[src/rtl/fb_scanout_scheduler.sv]
// Framebuffer SRAM arbiter: deadline-driven line prefetch into a ping-pong line
// buffer, rasterizer writes to the back buffer, and end-of-frame front/back swap.
module fb_scanout_scheduler #(
  parameter int LINE_WORDS = 640,
  parameter int COL_W      = 10,
  parameter int ROW_W      = 10,
  parameter int DATA_W     = 16
) (
  input  logic                     clk,
  input  logic                     rst,
  input  logic                     line_start,
  input  logic [ROW_W-1:0]         fetch_row,
  input  logic                     v_de,
  input  logic                     frame_end,
  input  logic                     wr_req,
  input  logic [ROW_W+COL_W-1:0]   wr_addr,
  input  logic [DATA_W-1:0]        wr_data,
  output logic                     wr_ack,
  input  logic                     swap_req,
  output logic                     swap_done,
  output logic                     mem_req,
  output logic                     mem_we,
  output logic [ROW_W+COL_W:0]     mem_addr,
  output logic [DATA_W-1:0]        mem_wdata,
  input  logic                     mem_ack,
  input  logic [DATA_W-1:0]        mem_rdata,
  output logic                     lb_we,
  output logic                     lb_bank,
  output logic [COL_W-1:0]         lb_addr,
  output logic [DATA_W-1:0]        lb_data,
  output logic                     underrun
);

  // state | meaning
  // IDLE  | no SRAM access; picks pending fetch first, then a write
  // FETCH | reading one display line into the line buffer bank lb_bank
  // DONE  | line complete; flip line-buffer bank, rewind column
  // WRITE | single rasterizer write to the back buffer, held until mem_ack
  typedef enum logic [1:0] {IDLE, FETCH, DONE, WRITE} state_t;

  localparam logic [COL_W-1:0] LAST_COL = COL_W'(LINE_WORDS - 1);

  state_t           state;
  logic             front;
  logic             fetch_pend;
  logic             swap_pend;
  logic [ROW_W-1:0] pend_row;
  logic [ROW_W-1:0] row;
  logic [COL_W-1:0] col;
  logic [COL_W-1:0] col_nx;
  logic             line_req;
  logic             swap_trig;
  logic             swap_now;
  logic             front_nx;

  // Swaps wait out an active line fetch so a line never straddles two buffers.
  always_comb begin
    line_req  = line_start & v_de;
    swap_trig = frame_end & swap_req;
    swap_now  = (state != FETCH) & (swap_trig | swap_pend);
    front_nx  = front ^ swap_now;
    col_nx    = col + 1'b1;
  end

  always_ff @(posedge clk or negedge rst) begin
    if (!rst) begin
      state      <= IDLE;
      front      <= 1'b0;
      fetch_pend <= 1'b0;
      swap_pend  <= 1'b0;
      pend_row   <= '0;
      row        <= '0;
      col        <= '0;
      wr_ack     <= 1'b0;
      swap_done  <= 1'b0;
      mem_req    <= 1'b0;
      mem_we     <= 1'b0;
      mem_addr   <= '0;
      mem_wdata  <= '0;
      lb_we      <= 1'b0;
      lb_bank    <= 1'b0;
      lb_addr    <= '0;
      lb_data    <= '0;
      underrun   <= 1'b0;
    end else begin
      lb_we     <= 1'b0;
      wr_ack    <= 1'b0;
      swap_done <= swap_now;
      front     <= front_nx;
      if (swap_now) swap_pend <= 1'b0;
      else if (swap_trig) swap_pend <= 1'b1;

      case (state)
        IDLE: begin
          if (fetch_pend) begin
            state      <= FETCH;
            fetch_pend <= 1'b0;
            row        <= pend_row;
            mem_req    <= 1'b1;
            mem_we     <= 1'b0;
            mem_addr   <= {front_nx, pend_row, {COL_W{1'b0}}};
          end else if (wr_req && !wr_ack && !line_req) begin
            // wr_ack high means the requester has not yet dropped wr_req
            state     <= WRITE;
            mem_req   <= 1'b1;
            mem_we    <= 1'b1;
            mem_addr  <= {~front_nx, wr_addr};
            mem_wdata <= wr_data;
          end
        end
        FETCH: begin
          if (mem_ack) begin
            lb_we   <= 1'b1;
            lb_addr <= col;
            lb_data <= mem_rdata;
            if (col == LAST_COL) begin
              state   <= DONE;
              mem_req <= 1'b0;
            end else begin
              col      <= col_nx;
              mem_addr <= {front, row, col_nx};
            end
          end
        end
        DONE: begin
          lb_bank <= ~lb_bank;
          col     <= '0;
          state   <= IDLE;
        end
        WRITE: begin
          if (mem_ack) begin
            wr_ack  <= 1'b1;
            mem_req <= 1'b0;
            mem_we  <= 1'b0;
            state   <= IDLE;
          end
        end
        default: state <= IDLE;
      endcase

      // Later assignment wins: a new line request re-arms the pending flag.
      if (line_req) begin
        fetch_pend <= 1'b1;
        pend_row   <= fetch_row;
        if (state == FETCH) underrun <= 1'b1;
      end
    end
  end

endmodule
[config.mk]
export PLATFORM = sky130hd
export DESIGN_NAME = fb_scanout_scheduler
export DESIGN_NICKNAME = d
export VERILOG_FILES = /design/src/rtl/fb_scanout_scheduler.sv
export SDC_FILE = /design/constraint.sdc
export NUM_CORES = 1
export LEC_CHECK = 0
export ABC_AREA = 1
export CAP_MARGIN = 10
export CORE_MARGIN = 1.5
export CORE_UTILIZATION = 51
export DETAILED_ROUTE_END_ITERATION = 10
export HOLD_SLACK_MARGIN = 0.03
export PLACE_DENSITY = 0.86
export SKIP_CTS_REPAIR_TIMING = 1
export SLEW_MARGIN = 20
export SYNTH_ARGS = -nofsm -noshare
export SYNTH_HDL_FRONTEND = slang
export SYNTH_SLANG_ARGS = --single-unit
[constraint.sdc]
create_clock -name clk -period 4.4 [get_ports clk]
set_input_delay 0.44 -clock clk [delete_from_list [all_inputs] [get_ports clk]]
set_output_delay 0.44 -clock clk [all_outputs]
set_load 0.005 [all_outputs]
Yosys cells after proc, flatten, opt, wreduce, memory -nomap -nowiden. Cells that the tools add are included.

Flip-flop bits (word level): 105. Latch bits: 0. Memory bits (writable): 0. Bits in read-only memories: 0. Input port bits: 70. Output and inout bits: 70. Memories: 0.

Add/subtract/negate cells: 1. $mul: 0. Div/mod/pow operators: 0. $lt $le $gt $ge: 0. Equal/unequal tests: 10. Shift operators: 0. Muxes and demuxes: 29. Bitwise gates (word level): 8. Reduce and logical (&&, ||, !) cells: 20.

Operator list (count): two-way mux 21 bit (4); one-hot mux 21 bit (2 select lines) (1); two-way mux 10 bit (2); one-hot mux 10 bit (2 select lines) (1); two-way mux 1 bit (13); adder 10 x 1 -> 10 bit (second input constant) (1); == test 10 bit (second input constant) (1); two-way mux 2 bit (5); nonzero test 2 bit (5); AND reduction 3 bit (3); inequality test 2 bit (second input constant) (4); one-hot mux 2 bit (4 select lines) (1); AND reduction 4 bit (2); AND reduction 2 bit (3); AND reduction 5 bit (1); == test 2 bit (second input constant) (2); AND 1 bit (3); inequality test 3 bit (second input constant) (1); NOT 1 bit (3); one-hot mux 1 bit (3 select lines) (1); nonzero test 3 bit (1); == test 2 x 1 -> 1 bit (second input constant) (1); logical AND 1 bit (2); logical NOT 1 bit (2); other kinds (5) (5).

Depth between registers and ports, before layout.
Depth after elaboration: 8. Depth in mapped cells: 10. Gate-level depth less buffers: 9.

Worst setup path after synthesis. Ideal clock, no wire load.

Path kind: reg-to-reg. Start point: register col[0]. End point: register col[5]. Library setup time: 0.117 ns. Arrival: 1.341 ns. Required time: 4.283 ns. Setup slack: 2.942 ns. Stages on the path, launching flop included: 10. Path buffers: 0. Cell sequence: dfrtp_1 -> ha_1 -> nand2_1 -> nor2_4 -> nand3_4 -> nand2_2 -> nor2_4 -> nor2_8 -> nand2_1 -> nand2_1.

Cells in the longest elaborated chain, start to end: 4.

Ends and longest elaborated chain: start, declared (line 49) `logic [COL_W-1:0] col;`; start signal, assigned (line 120) `col <= col_nx;`; adder 10 x 1 -> 10 bit (line 62) `col_nx = col + 1'b1;`; two-way mux 10 bit (line 116) `if (col == LAST_COL) begin`; two-way mux 10 bit (line 112) `if (mem_ack) begin`; one-hot mux 10 bit (2 select lines) (line 93) `case (state)`.

Several ways; a longest one is shown, not always the timed one. The select of a mux whose other input is x is not followed. A chain may end at the register's enable or synchronous reset.

Worst setup path after layout.
Start point: register state[1]. End point: register mem_addr[18].

Cells in the longest elaborated chain, start to end: 3.

Ends and longest elaborated chain: start, declared (line 43) `state_t state;`; start signal, assigned (line 67) `state <= IDLE;`; start signal, assigned (line 96) `state <= FETCH;`; start signal, assigned (line 104) `state <= WRITE;`; == test 2 x 1 -> 1 bit / logical NOT 2 bit (equally long branches) (line 93); inequality test 2 bit (no source line) (tied with other cells); AND reduction 4 bit (no source line); end signal, assigned (line 101) `mem_addr <= {front_nx, pend_row, {COL_W{1'b0}}};`; end signal, assigned (line 107) `mem_addr <= {~front_nx, wr_addr};`; end signal, assigned (line 121) `mem_addr <= {front, row, col_nx};`; end, declared (line 23) `output logic [ROW_W+COL_W:0] mem_addr,`.

Several ways; a longest one is shown, not always the timed one.

==> impl_metrics.env <==
export IMPL_status="complete, no violations"
export IMPL_syn_instance_count=533
export IMPL_finalInstanceArea_sq_um=6250
export IMPL_power_switching_uw=1370
export IMPL_crit_path_max_fanout=32
export IMPL_gp_congestion=0.813
export IMPL_reg2reg_depth=9
export IMPL_intPower_uw=2320
export IMPL_finClkSkew_ps=19.5
export IMPL_drt_pass1_iter_count=5
export IMPL_grt_start_max_net_pins=87
export IMPL_maxSlewViolCount=0
export IMPL_die_area_sq_um=9690
export IMPL_die_height_um=98.5
export IMPL_hold_slack_ps=98.8
export IMPL_crit_type="register to register"
export IMPL_fp_coreArea_sq_um=8760
export IMPL_cts_inserted_buffers=9
export IMPL_pin_count=140
export IMPL_setup_ws_ps=2050
export IMPL_cts_tree="yes"
export IMPL_wl_per_cell_um=14.0
export IMPL_power_share_switching=0.371
export IMPL_drc=0
export IMPL_final_common_cell="nand2_1"
export IMPL_wirelength_um=10800
export IMPL_p_per_area_nw_per_um2=591
export IMPL_cts_buffer_depth=2
export IMPL_first_global_vias=3968
export IMPL_num_rows=34
export IMPL_p_leak_uw=0.00299
export IMPL_grt_first_pass_wirelength_um=18100
export IMPL_clkSinkCount=105
export IMPL_sequentialPowerShare=0.417
export IMPL_drive_gt1_frac=0.0676
export IMPL_syn_area_per_cell_sq_um=8.72
export IMPL_setup_viol=0
export IMPL_rsz0062_at_grt="no"
export IMPL_p_clk_frac=0.157
export IMPL_period_share=0.534
export IMPL_timing_slew_headroom=0.505
export IMPL_required_ps=4660
export IMPL_dp_cells=758
export IMPL_crit_path_start_kind="register"
export IMPL_layout_common_cells="nand2_1, clkdlybuf4s50_1, dfrtp_1"
export IMPL_maxCapViolCount=0
export IMPL_ys_types=27
export IMPL_crit_arrival_ps=2610
export IMPL_ys_ff_latch=105
export IMPL_fmax_ghz=0.426
export IMPL_final_nets=732
export IMPL_clkLatencyLatePin_ps=390
export IMPL_antenna_left=0
export IMPL_combPwrFrac=0.426
export IMPL_layout_cells_non_filler=774
export IMPL_syn_nets=604
export IMPL_yosys_warnings=0
export IMPL_path_clk_slew_ps=110
export IMPL_numPortBuffers=139
export IMPL_die_x_um=98.5
export IMPL_synth_area_sq_um=4650
export IMPL_syn2layout_area_growth_pct=34.4
export IMPL_diodes=0
export IMPL_fin_crit_ps=2350
export IMPL_worstMarginPinSlew_ps=743
export IMPL_synth_seq_area_share=0.565
export IMPL_drt_initial_drc_count=132
export IMPL_root_buffer="clkbuf_8"
export IMPL_worst_setup_path_end_kind="register"
export IMPL_htree_levels=3
export IMPL_start_util=0.530
export IMPL_antenna_found_initial=0
export IMPL_setup_tns_ps=0
export IMPL_grt_overflow=0
export IMPL_place_ws_ps=2080
export IMPL_hold_class="primary input to asynchronous set/reset pin"
export IMPL_dr_total_vias=3942
export IMPL_vias_per_cell=5.09
export IMPL_track_usage=0.233
export IMPL_ir_drop_mv=0.397
export IMPL_hold_violations=0
export IMPL_place_area_sq_um=6050
export IMPL_dp_hpwl_um=7890
[Yosys cell counts]
library cell	n	area share
nand2_1	236	0.19
dfrtp_1	105	0.57
o21ai_0	55	0.059
inv_1	30	0.024
nand3_1	30	0.032
buf_2	9	0.0097
clkbuf_1	9	0.0073
mux2_1	9	0.022
mux2_2	7	0.017
nor2_1	7	0.0057
nor2_4	6	0.015
inv_2	4	0.0032
nand2_2	4	0.0054
buf_4	3	0.0048
xor2_1	3	0.0057
a21oi_1	2	0.0022
buf_6	2	0.0048
nand3_4	2	0.0075
nor2_2	2	0.0027
ha_1	1	0.0027
inv_4	1	0.0013
nand3b_1	1	0.0016
nand4_1	1	0.0013
nor2_8	1	0.0043
o21ai_1	1	0.0011
o21bai_1	1	0.0016
xnor2_1	1	0.0019
[worst max-delay path, cell delays in order (launching register included)]
cell and delay (ps):
dfrtp_1 400, inv_2 80, nand2_2 370, inv_2 330, nand2_1 150, nand3_1 130, nor2_4 430, inv_4 190
nand2_1 100, nand2_1 60
[through the flow]
step                utilization  power [uW]
finish                    0.713        3690
CTS                       0.712        3710
global route              0.713        3970
global placement          0.691        3050
detailed placement        0.691        3130
floorplan                     -        2380
[power by group through the flow]
stage	clock, uW	sequential [uW]	combinational, uW
4_1_cts	587	1540	1590
5_1_grt	626	1580	1760
2_1_floorplan	0	1510	868
3_5_place_dp	0	1550	1580
3_3_place_gp	0	1530	1510
6_report	580	1540	1570
[final cells by class]
| type | count | area [sq um] |
|---|---|---|
| sequential | 105 | 2630 |
| fill | 643 | 2520 |
| multi-input combinational | 370 | 1760 |
| timing repair buffer | 140 | 1400 |
| clock buffer | 10 | 138 |
| tap | 108 | 135 |
| inverter | 35 | 134 |
| clock inverter | 6 | 51.3 |
[registers in the layout, indices dropped and copies added (netlist names), 2 cells and up]
| signal | cells |
|---|---|
| mem_addr | 21 |
| lb_data | 16 |
| mem_wdata | 16 |
| col | 10 |
| lb_addr | 10 |
| pend_row | 10 |
| row | 10 |
| state | 2 |
[worst paths after layout]
path                                 to  slack, ps       start
max in group asynchronous         front       3520         rst
setup reg to reg           mem_addr[18]       2050    state[1]
setup / recovery           mem_addr[18]       2050    state[1]
hold / removal               lb_data[6]        100         rst
min in group clk             lb_addr[4]        480  lb_addr[4]
hold reg to reg              lb_addr[4]        480  lb_addr[4]
[per-layer routing]
| layer | vias to the layer above | global-route usage | part of all wire |
|---|---|---|---|
| li1 | 1930 | - | - |
| met1 | 1853 | 0.286 | 0.42 |
| met2 | 138 | 0.395 | 0.49 |
| met3 | 21 | 0.0539 | 0.065 |
| met4 | 0 | 0.0997 | 0.027 |
| met5 | - | 0 | 0 |
[cell families (layout without fill, tap and decap cells)]
| logic type | Yosys count | count (layout) | share of synthesized area |
|---|---|---|---|
| AND/OR/NAND/NOR | 290 | 290 | 0.266 |
| flip-flops | 105 | 105 | 0.565 |
| AO/OA/AOI/OAI | 59 | 59 | 0.0641 |
| buffers and inverters | 58 | 191 | 0.0555 |
| multiplexers | 16 | 16 | 0.0388 |
| XOR/XNOR | 4 | 4 | 0.00754 |
| adder cells (fa/ha/maj) | 1 | 1 | 0.00269 |
(Power assumes the default switching activity.)
